<file path="config.mk">
export PLATFORM = sky130hd
export DESIGN_NAME = mem_bus_arbiter
export DESIGN_NICKNAME = d
export VERILOG_FILES = /design/src/rtl/mem_bus_arbiter.sv
export SDC_FILE = /design/constraint.sdc
export NUM_CORES = 1
export LEC_CHECK = 0
export ABC_AREA = 1
export CELL_PAD_IN_SITES_DETAIL_PLACEMENT = 0
export CELL_PAD_IN_SITES_GLOBAL_PLACEMENT = 1
export CORE_AREA = 2 2 167 120
export CTS_CLUSTER_DIAMETER = 80
export CTS_CLUSTER_SIZE = 16
export DETAILED_ROUTE_END_ITERATION = 16
export DIE_AREA = 0 0 169 122
export GPL_TIMING_DRIVEN = 0
export MAX_ROUTING_LAYER = met4
export PLACE_DENSITY_LB_ADDON = 0.1
export SYNTH_ARGS = -nofsm -noshare
export SYNTH_HDL_FRONTEND = slang
export SYNTH_SLANG_ARGS = --single-unit
</file>
<file path="constraint.sdc">
create_clock -name clk -period 3.05 [get_ports clk]
set_clock_uncertainty 0.1 [all_clocks]
set_input_delay 0.4575 -clock clk [delete_from_list [all_inputs] [get_ports clk]]
set_output_delay 0.4575 -clock clk [all_outputs]
set_load 0.005 [all_outputs]
</file>
<file path="src/rtl/mem_bus_arbiter.sv">
// mem_bus_arbiter
//   Shares one external SRAM/bus slave between instruction fetch (IF) and
//   the load/store path (MEM). MEM has fixed priority over IF. Each side
//   gets a one-cycle ack pulse with its read data. Combinational stall
//   requests let the pipeline freeze the stages that are waiting.
//
//   Optional feature: define MEM_ARB_TIMEOUT_EN to abort a bus cycle that
//   has waited TIMEOUT cycles without bus_ack. The requester then gets an
//   ack with zero data, and bus_err pulses for one cycle. Without the macro
//   the arbiter waits for bus_ack indefinitely, and bus_err stays 0.
//
// Ports
//   clk, rst          system clock, synchronous active-high reset
//   if_*              fetch requester: req/addr in, ack/rdata out
//   mem_*             data requester: req/we/sel/addr/wdata in, ack/rdata out
//   bus_*             slave side: req/we/sel/addr/wdata out, ack/rdata in,
//                     plus the bus_err timeout pulse
//   stallreq_if/mem   request pending and not completing this cycle
//
// States
//   IDLE    | no bus cycle in flight, arbitrate the pending requests
//   BUS_MEM | bus cycle on behalf of MEM, waiting for bus_ack
//   BUS_IF  | bus cycle on behalf of IF, waiting for bus_ack

module mem_bus_arbiter #(
  parameter int ADDR_W  = 32,
  parameter int DATA_W  = 32,
  parameter int TIMEOUT = 255
) (
  input  logic              clk,
  input  logic              rst,
  input  logic              if_req,
  input  logic [ADDR_W-1:0] if_addr,
  output logic [DATA_W-1:0] if_rdata,
  output logic              if_ack,
  input  logic              mem_req,
  input  logic              mem_we,
  input  logic [3:0]        mem_sel,
  input  logic [ADDR_W-1:0] mem_addr,
  input  logic [DATA_W-1:0] mem_wdata,
  output logic [DATA_W-1:0] mem_rdata,
  output logic              mem_ack,
  output logic              bus_req,
  output logic              bus_we,
  output logic [3:0]        bus_sel,
  output logic [ADDR_W-1:0] bus_addr,
  output logic [DATA_W-1:0] bus_wdata,
  input  logic [DATA_W-1:0] bus_rdata,
  input  logic              bus_ack,
  output logic              bus_err,
  output logic              stallreq_if,
  output logic              stallreq_mem
);

  localparam logic [1:0] IDLE    = 2'd0;
  localparam logic [1:0] BUS_MEM = 2'd1;
  localparam logic [1:0] BUS_IF  = 2'd2;

  if (TIMEOUT < 2) begin : g_bad_timeout
    $error("mem_bus_arbiter: TIMEOUT must be at least 2");
  end

  logic [1:0] state;

`ifdef MEM_ARB_TIMEOUT_EN
  localparam int CNT_W = ($clog2(TIMEOUT) > 8) ? $clog2(TIMEOUT) : 8;
  logic [CNT_W-1:0] tmo_cnt;
  logic             tmo_hit;
  assign tmo_hit = (tmo_cnt == CNT_W'(TIMEOUT - 1));
`endif

  assign stallreq_if  = if_req & ~if_ack;
  assign stallreq_mem = mem_req & ~mem_ack;

  always_ff @(posedge clk) begin
    if (rst) begin
      state     <= IDLE;
      bus_req   <= 1'b0;
      bus_we    <= 1'b0;
      bus_sel   <= 4'h0;
      bus_addr  <= '0;
      bus_wdata <= '0;
      if_ack    <= 1'b0;
      mem_ack   <= 1'b0;
      if_rdata  <= '0;
      mem_rdata <= '0;
      bus_err   <= 1'b0;
`ifdef MEM_ARB_TIMEOUT_EN
      tmo_cnt   <= '0;
`endif
    end else begin
      if_ack  <= 1'b0;
      mem_ack <= 1'b0;
      bus_err <= 1'b0;
      case (state)
        IDLE: begin
          // A request whose ack is high right now has just been served and
          // is still held by the requester, so it must not be granted again.
          if (mem_req && !mem_ack) begin
            state     <= BUS_MEM;
            bus_req   <= 1'b1;
            bus_we    <= mem_we;
            bus_sel   <= mem_sel;
            bus_addr  <= mem_addr;
            bus_wdata <= mem_wdata;
          end else if (if_req && !if_ack) begin
            state     <= BUS_IF;
            bus_req   <= 1'b1;
            bus_we    <= 1'b0;
            bus_sel   <= 4'hF;
            bus_addr  <= if_addr;
          end
`ifdef MEM_ARB_TIMEOUT_EN
          tmo_cnt <= '0;
`endif
        end
        BUS_MEM, BUS_IF: begin
          // bus_ack wins over a timeout that lands in the same cycle.
          if (bus_ack) begin
            state   <= IDLE;
            bus_req <= 1'b0;
            if (state == BUS_MEM) begin
              mem_ack   <= 1'b1;
              mem_rdata <= bus_rdata;
            end else begin
              if_ack    <= 1'b1;
              if_rdata  <= bus_rdata;
            end
          end
`ifdef MEM_ARB_TIMEOUT_EN
          else if (tmo_hit) begin
            state   <= IDLE;
            bus_req <= 1'b0;
            bus_err <= 1'b1;
            if (state == BUS_MEM) begin
              mem_ack   <= 1'b1;
              mem_rdata <= '0;
            end else begin
              if_ack    <= 1'b1;
              if_rdata  <= '0;
            end
          end else begin
            tmo_cnt <= tmo_cnt + 1'b1;
          end
`endif
        end
        default: begin
          state   <= IDLE;
          bus_req <= 1'b0;
        end
      endcase
    end
  end

endmodule

</file>
; ---- Word-level counts from Yosys, hierarchy flattened
; Index checks and enable logic that the tools add are counted.
[totals]
regBits = 138
inputBits = 138
output_inout_bits = 139
wordCells = 50
[classes]
eq_ne = 4
n_mux = 16
bitwise = 7
n_reduce_logical = 13
[ops]
columns = op, count
row1 = 2-to-1 mux 32 bit, 2
row2 = 2-to-1 mux 4 bit, 2
row3 = 2-to-1 mux 1 bit, 7
row4 = 2-to-1 mux 2 bit, 3
row5 = AND reduction 2 bit, 3
row6 = AND reduction 3 bit, 2
row7 = inverter 1 bit, 5
row8 = one-hot mux 2 bit (2 select lines), 1
row9 = != test 3 bit (second input constant), 1
row10 = OR reduction 3 bit, 1
row11 = bitwise AND 1 bit, 2
row12 = == test 2 x 1 -> 1 bit (second input constant), 1
row13 = == test 2 bit (second input constant), 1
row14 = logical AND 1 bit, 2
row15 = logical NOT 1 bit, 2
row16 = logical NOT 2 bit, 1
row17 = != test 2 bit (second input constant), 1
row18 = one-hot mux 1 bit (2 select lines), 1
row19 = nonzero test 2 bit, 1
row20 = OR reduction 2 bit, 1

; ---- Longest topological paths before layout
[depth]
depth_word = 5
ltp_mapped = 8

; ---- Worst setup path after synthesis
; Ideal clock, no wire load.
[synth_path]
kind = reg-to-reg
start = register state[0]
end = register if_rdata[10]
t_arrival_ns = 1.283
setup_slack_ns = 1.551
path_stages_with_launch = 9
synth_period_minus_slack_ns = 1.499
cell_sequence = dfxtp_1 inv_1 ha_1 nand2_1 nor2_2 inv_1 buf_2 nor2_1 nor2_1
[synth_between]
elab_chain_len = 3
[synth_lines]
columns = item, line_no
row1 = "start, declared", 63  ; logic [1:0] state;
row2 = "start signal, assigned", 77  ; state <= IDLE;
row3 = "start signal, assigned", 100  ; state <= BUS_MEM;
row4 = "start signal, assigned", 107  ; state <= BUS_IF;
row5 = == test 2 x 1 -> 1 bit or == test 2 bit (tied branches), "95, 122"
row6 = OR reduction 2 bit or inverter 1 bit (tied branches), -
row7 = AND reduction 3 bit (no line) (*), -
row8 = "end signal, assigned", 127  ; if_rdata <= bus_rdata;
row9 = "end, declared", 34  ; output logic [DATA_W-1:0] if_rdata,
; Mark *: on every way between the ends. The rest lies on a longest branch, timed or not.
; A chain may end at the register's enable or synchronous reset.

; ---- Worst setup path after layout
[layout_path]
start = input mem_req
end = output stallreq_mem
[layout_between]
elab_chain_len = 1
[layout_lines]
columns = item, line_no
row1 = "start, declared", 36  ; input logic mem_req,
row2 = bitwise AND 1 bit, 73  ; assign stallreq_mem = mem_req & ~mem_ack;
row3 = "end, declared", 52  ; output logic stallreq_mem
; No other way between the ends.

==> tab_implementation.tex <==
\begin{tabular}{lr}
\hline
Metric & Value \\
\hline
\multicolumn{2}{l}{\textbf{Floorplanning}} \\
\quad Floorplan Core Area & slightly below 0.02 mm\^{}2 \\
\quad Die area & slightly above 0.02 mm\^{}2 \\
\quad Count of boundary I/O pins & approximately 280 \\
\quad Chip height & roughly 120 um \\
\quad Die X & 169 um \\
\quad Starting utilization of the core area & roughly 28\% \\
\quad Row Count & 43 \\
\multicolumn{2}{l}{\textbf{Logic synthesis}} \\
\quad Yosys Warn Count & 0 \\
\quad Ranking of synthesized cells by area & sky130\_fd\_sc\_hd\_\_dfxtp\_1 (51\%), sky130\_fd\_sc\_hd\_\_nor2\_1 (11\%), sky130\_fd\_sc\_hd\_\_nand2\_1 (11\%) \\
\quad Area share of the largest cell type after synthesis & just over 50\% \\
\quad Syn nets & $\sim$860 \\
\quad Commonest cells in the netlist & sky130\_fd\_sc\_hd\_\_nor2\_1 (164), sky130\_fd\_sc\_hd\_\_nand2\_1 (161), sky130\_fd\_sc\_hd\_\_dfxtp\_1 (138) \\
\quad Number of cells produced by synthesis & 721 \\
\quad Area of the mapped netlist & 0.00540 mm\^{}2 \\
\quad Syn avg cell area & 7.49 um\^{}2 \\
\quad Count of cell types in the netlist & 27 \\
\quad Library cell with the largest summed area after synthesis & sky130\_fd\_sc\_hd\_\_dfxtp\_1 \\
\quad Ys flop type & sky130\_fd\_sc\_hd\_\_dfxtp\_1 \\
\quad Yosys reg bits & about 140 \\
\quad Number of enable flip-flop cells after synthesis & 0 \\
\quad Part of the Yosys area used for sequential elements & 51.2\% \\
\quad Dominant cell by count in the synthesized netlist & sky130\_fd\_sc\_hd\_\_nor2\_1 \\
\quad Fraction of synthesis flops using an asynchronous set or reset pin & 0\% \\
\multicolumn{2}{l}{\textbf{Run status}} \\
\quad Outcome & completed \\
\multicolumn{2}{l}{\textbf{CTS}} \\
\quad Clock transition at the register clock pins on the worst setup and hold paths after CTS & approximately 60 ps \\
\quad Quantity of gates resized following cts & 0 \\
\quad Total number of H-tree levels & 4 \\
\quad CTS Root Cell & sky130\_fd\_sc\_hd\_\_clkbuf\_16 \\
\quad Clock latency of the later-clocked register in the worst-skew pair & about 410 ps \\
\quad Setup fix buffers added after clock tree synthesis & 0 \\
\quad Inserted Clock Buffers & 17 \\
\quad Clock Sinks & roughly 140 \\
\quad Max Root-Sink Buffers & 2 \\
\quad Post-CTS Hold Buffers & 0 \\
\quad TritonCTS clock tree & done \\
\multicolumn{2}{l}{\textbf{Final layout}} \\
\quad Final nets & approximately 1200 \\
\quad Fraction of layout cells with a size suffix above 1 & a little under a tenth \\
\quad Ant. Diodes & 0 \\
\quad Layout Area Growth over Synthesis & 68.2\% \\
\quad Fill cell total of the finished layout & a little under 2000 \\
\multicolumn{2}{l}{\textbf{Worst hold path}} \\
\quad Tightest Hold Check Type & reg -> reg \\
\multicolumn{2}{l}{\textbf{Placement}} \\
\quad Quantity of I/O buffers inserted on ports & between 200 and 300 \\
\quad Placement-stage worst setup slack & 559 ps \\
\quad Placer Congestion & between 0.7 and 0.8 \\
\quad Placed wire-length estimate & between 10000 and 15000 um \\
\multicolumn{2}{l}{\textbf{STA}} \\
\quad Final worst path period need & roughly 2500 ps \\
\quad Fraction of the cycle the final worst path needs & about four fifths \\
\quad Setup slack after layout & 581 ps \\
\quad Unrepaired setup endpoints after global routing & false \\
\quad Final hold vios & 0 \\
\quad Maximum achievable frequency & roughly 0.41 GHz \\
\quad Setup violation total in the final timing report & 0 \\
\quad Number of slew-limit violations in the final report & 0 \\
\quad Slew of the pin with the lowest slew margin & between 700 and 800 ps \\
\quad Final sum of negative setup slack & 0 ps \\
\quad Tightest slew margin relative to the limit & a little over half \\
\multicolumn{2}{l}{\textbf{Power}} \\
\quad Sequential group share of total power & between 30\% and 40\% \\
\quad Peak supply drop & between 0.2 and 0.3 mV \\
\quad Leakage power of the design & between 3 and 4 nW \\
\quad Net load switching power & between 1 and 1.5 mW \\
\quad Cell area power density & 587 mW/mm\^{}2 \\
\quad Cell Int Power & slightly below 4 mW \\
\quad Clock power frac & between 40\% and 50\% \\
\quad Switching power as a share of total power & 26.8\% \\
\quad Proportion of power drawn by combinational gates & between 20\% and 30\% \\
\multicolumn{2}{l}{\textbf{Global routing}} \\
\quad Aggregate global routing overflow & 0 \\
\quad Via count of the first global-routing pass & approximately 5300 \\
\quad Total global routing track utilization & 18.5\% \\
\quad Maximum number of pins on one net before global-route repair & 17 \\
\quad Initial antenna violation count & 0 \\
\quad Global-route wire length before repair & 28700 um \\
\multicolumn{2}{l}{\textbf{Setup path}} \\
\quad CP max FO & 10 \\
\quad Critical path data required time & around 2500 ps \\
\quad Number of buffers and inverters on the critical path & 4 \\
\quad Setup crit end kind & primary output \\
\quad Kind of critical path & in -> out \\
\quad Cell with the most instances on the worst path & sky130\_fd\_sc\_hd\_\_clkdlybuf4s50\_1 \\
\quad Startpoint type of the worst setup path & primary input \\
\quad Crit path max-delay family & buffers and inverters \\
\quad Slowest cell delay on critical path & 510 ps \\
\quad Library cell contributing the largest single delay on the critical path & sky130\_fd\_sc\_hd\_\_clkdlybuf4s50\_1 \\
\quad Crit path DAT & approximately 1900 ps \\
\quad Cells traversed along the worst timing path & clkdlybuf4s50\_1 -> nand2\_4 -> inv\_4 -> buf\_4 -> clkdlybuf4s50\_1 \\
\multicolumn{2}{l}{\textbf{Drt}} \\
\quad Final antenna-violating net count & 0 \\
\quad Total number of vias & approximately 5500 \\
\quad DRC Markers & 0 \\
\quad Vias per inst & approximately 4.4 \\
\quad Routed wire length per instance & between 10 and 15 um \\
\quad Iteration count of the initial detailed-routing pass & 4 \\
\quad Routed wire length & roughly 18000 um \\
\quad DRC marker count from the first detailed-route iteration & 288 \\
\multicolumn{2}{l}{\textbf{Run}} \\
\quad Count of maximum capacitance violations & 0 \\
\hline
\end{tabular}
## stage by stage
step	cells	hold WS [ps]	power (mW)	cell area, um^2	util, %
after global placement	1243	351	3.21	8460	43.9
after global routing	1275	382	5.61	9080	47.1
after floorplan	721	339	2.54	5400	-
after detailed placement	1243	358	3.21	8460	43.9
after CTS	1275	366	5.40	9080	47.1
final	1275	363	5.32	9080	47.1
## power groups by stage
stage,Combinational (mW),Clock (mW),Sequential (mW)
2_1_floorplan,0.430,0,2.11
4_1_cts,1.12,2.23,2.06
3_5_place_dp,1.11,0,2.10
5_1_grt,1.22,2.31,2.08
3_3_place_gp,1.12,0,2.09
6_report,1.10,2.16,2.06
## final cells by class
type	count	area, um^2	area share, %
plain buffers	51	285	3.14
clock buffers	17	425	4.69
clock inverters	15	191	2.11
inverters	11	48.8	0.538
multi-input cells	521	2300	25.4
flip-flops and latches	138	2760	30.4
well taps	247	309	3.41
repair buffers	275	2750	30.3
## sequential cells by signal (all words and copies together), names as in the netlist
signal and flops:
bus_wdata 32, bus_we 1, bus_req 1, if_rdata 32
bus_sel 4, bus_addr 32, mem_rdata 32, state 2
if_ack 1, mem_ack 1
## layout by cell type (no fill, tap or decap), drive strengths merged
master,Yosys,routed
nand4,1,1
inv,9,14
clkinv,2,7
nor2,165,165
buf,35,35
a21oi,72,72
bufinv,0,3
nor3,1,1
nor3b,1,1
nand2,175,175
clkdlybuf4s50,0,275
ha,3,3
nand3,2,2
dfxtp,138,138
conb,1,1
clkinvlp,0,2
clkbuf,16,33
o21ai,100,100
## worst register-to-register path: stages (launching register included)
cell,delay [ps]
sky130_fd_sc_hd__dfxtp_1,380
sky130_fd_sc_hd__inv_1,60
sky130_fd_sc_hd__ha_1,290
sky130_fd_sc_hd__nand2_1,100
sky130_fd_sc_hd__nor2_2,250
sky130_fd_sc_hd__inv_1,170
sky130_fd_sc_hd__buf_2,220
sky130_fd_sc_hd__nor2_1,120
sky130_fd_sc_hd__nor2_1,60
## logic make-up after synthesis
group                      after synthesis  share of synthesized area (%)
buffers and inverters                   62                           6.19
adders and majority gates                3                          0.695
other                                    1                         0.0695
AOI/OAI and AO/OA                      172                           16.6
and+or+nand+nor                        345                           25.2
DFF                                    138                           51.2
## path summary, 6_finish.rpt
path	start	to	slack (ps)	cells after the start
setup / recovery	mem_req	stallreq_mem	580	5
hold / removal	bus_req	bus_req	360	2
setup reg to reg	state[0]	if_rdata[17]	1220	8
hold reg to reg	bus_req	bus_req	360	2
## layer usage
metal / vias to the layer above / routed length, um / global-route usage (%)
li1: 2901 / - / -
met2: 176 / 7700 / 26.3
met4: 0 / 175 / 4.97
met5: - / 0 / -
met1: 2455 / 9040 / 24.8
met3: 16 / 1500 / 6.50
No activity file was read; power rests on OpenSTA's default activity.
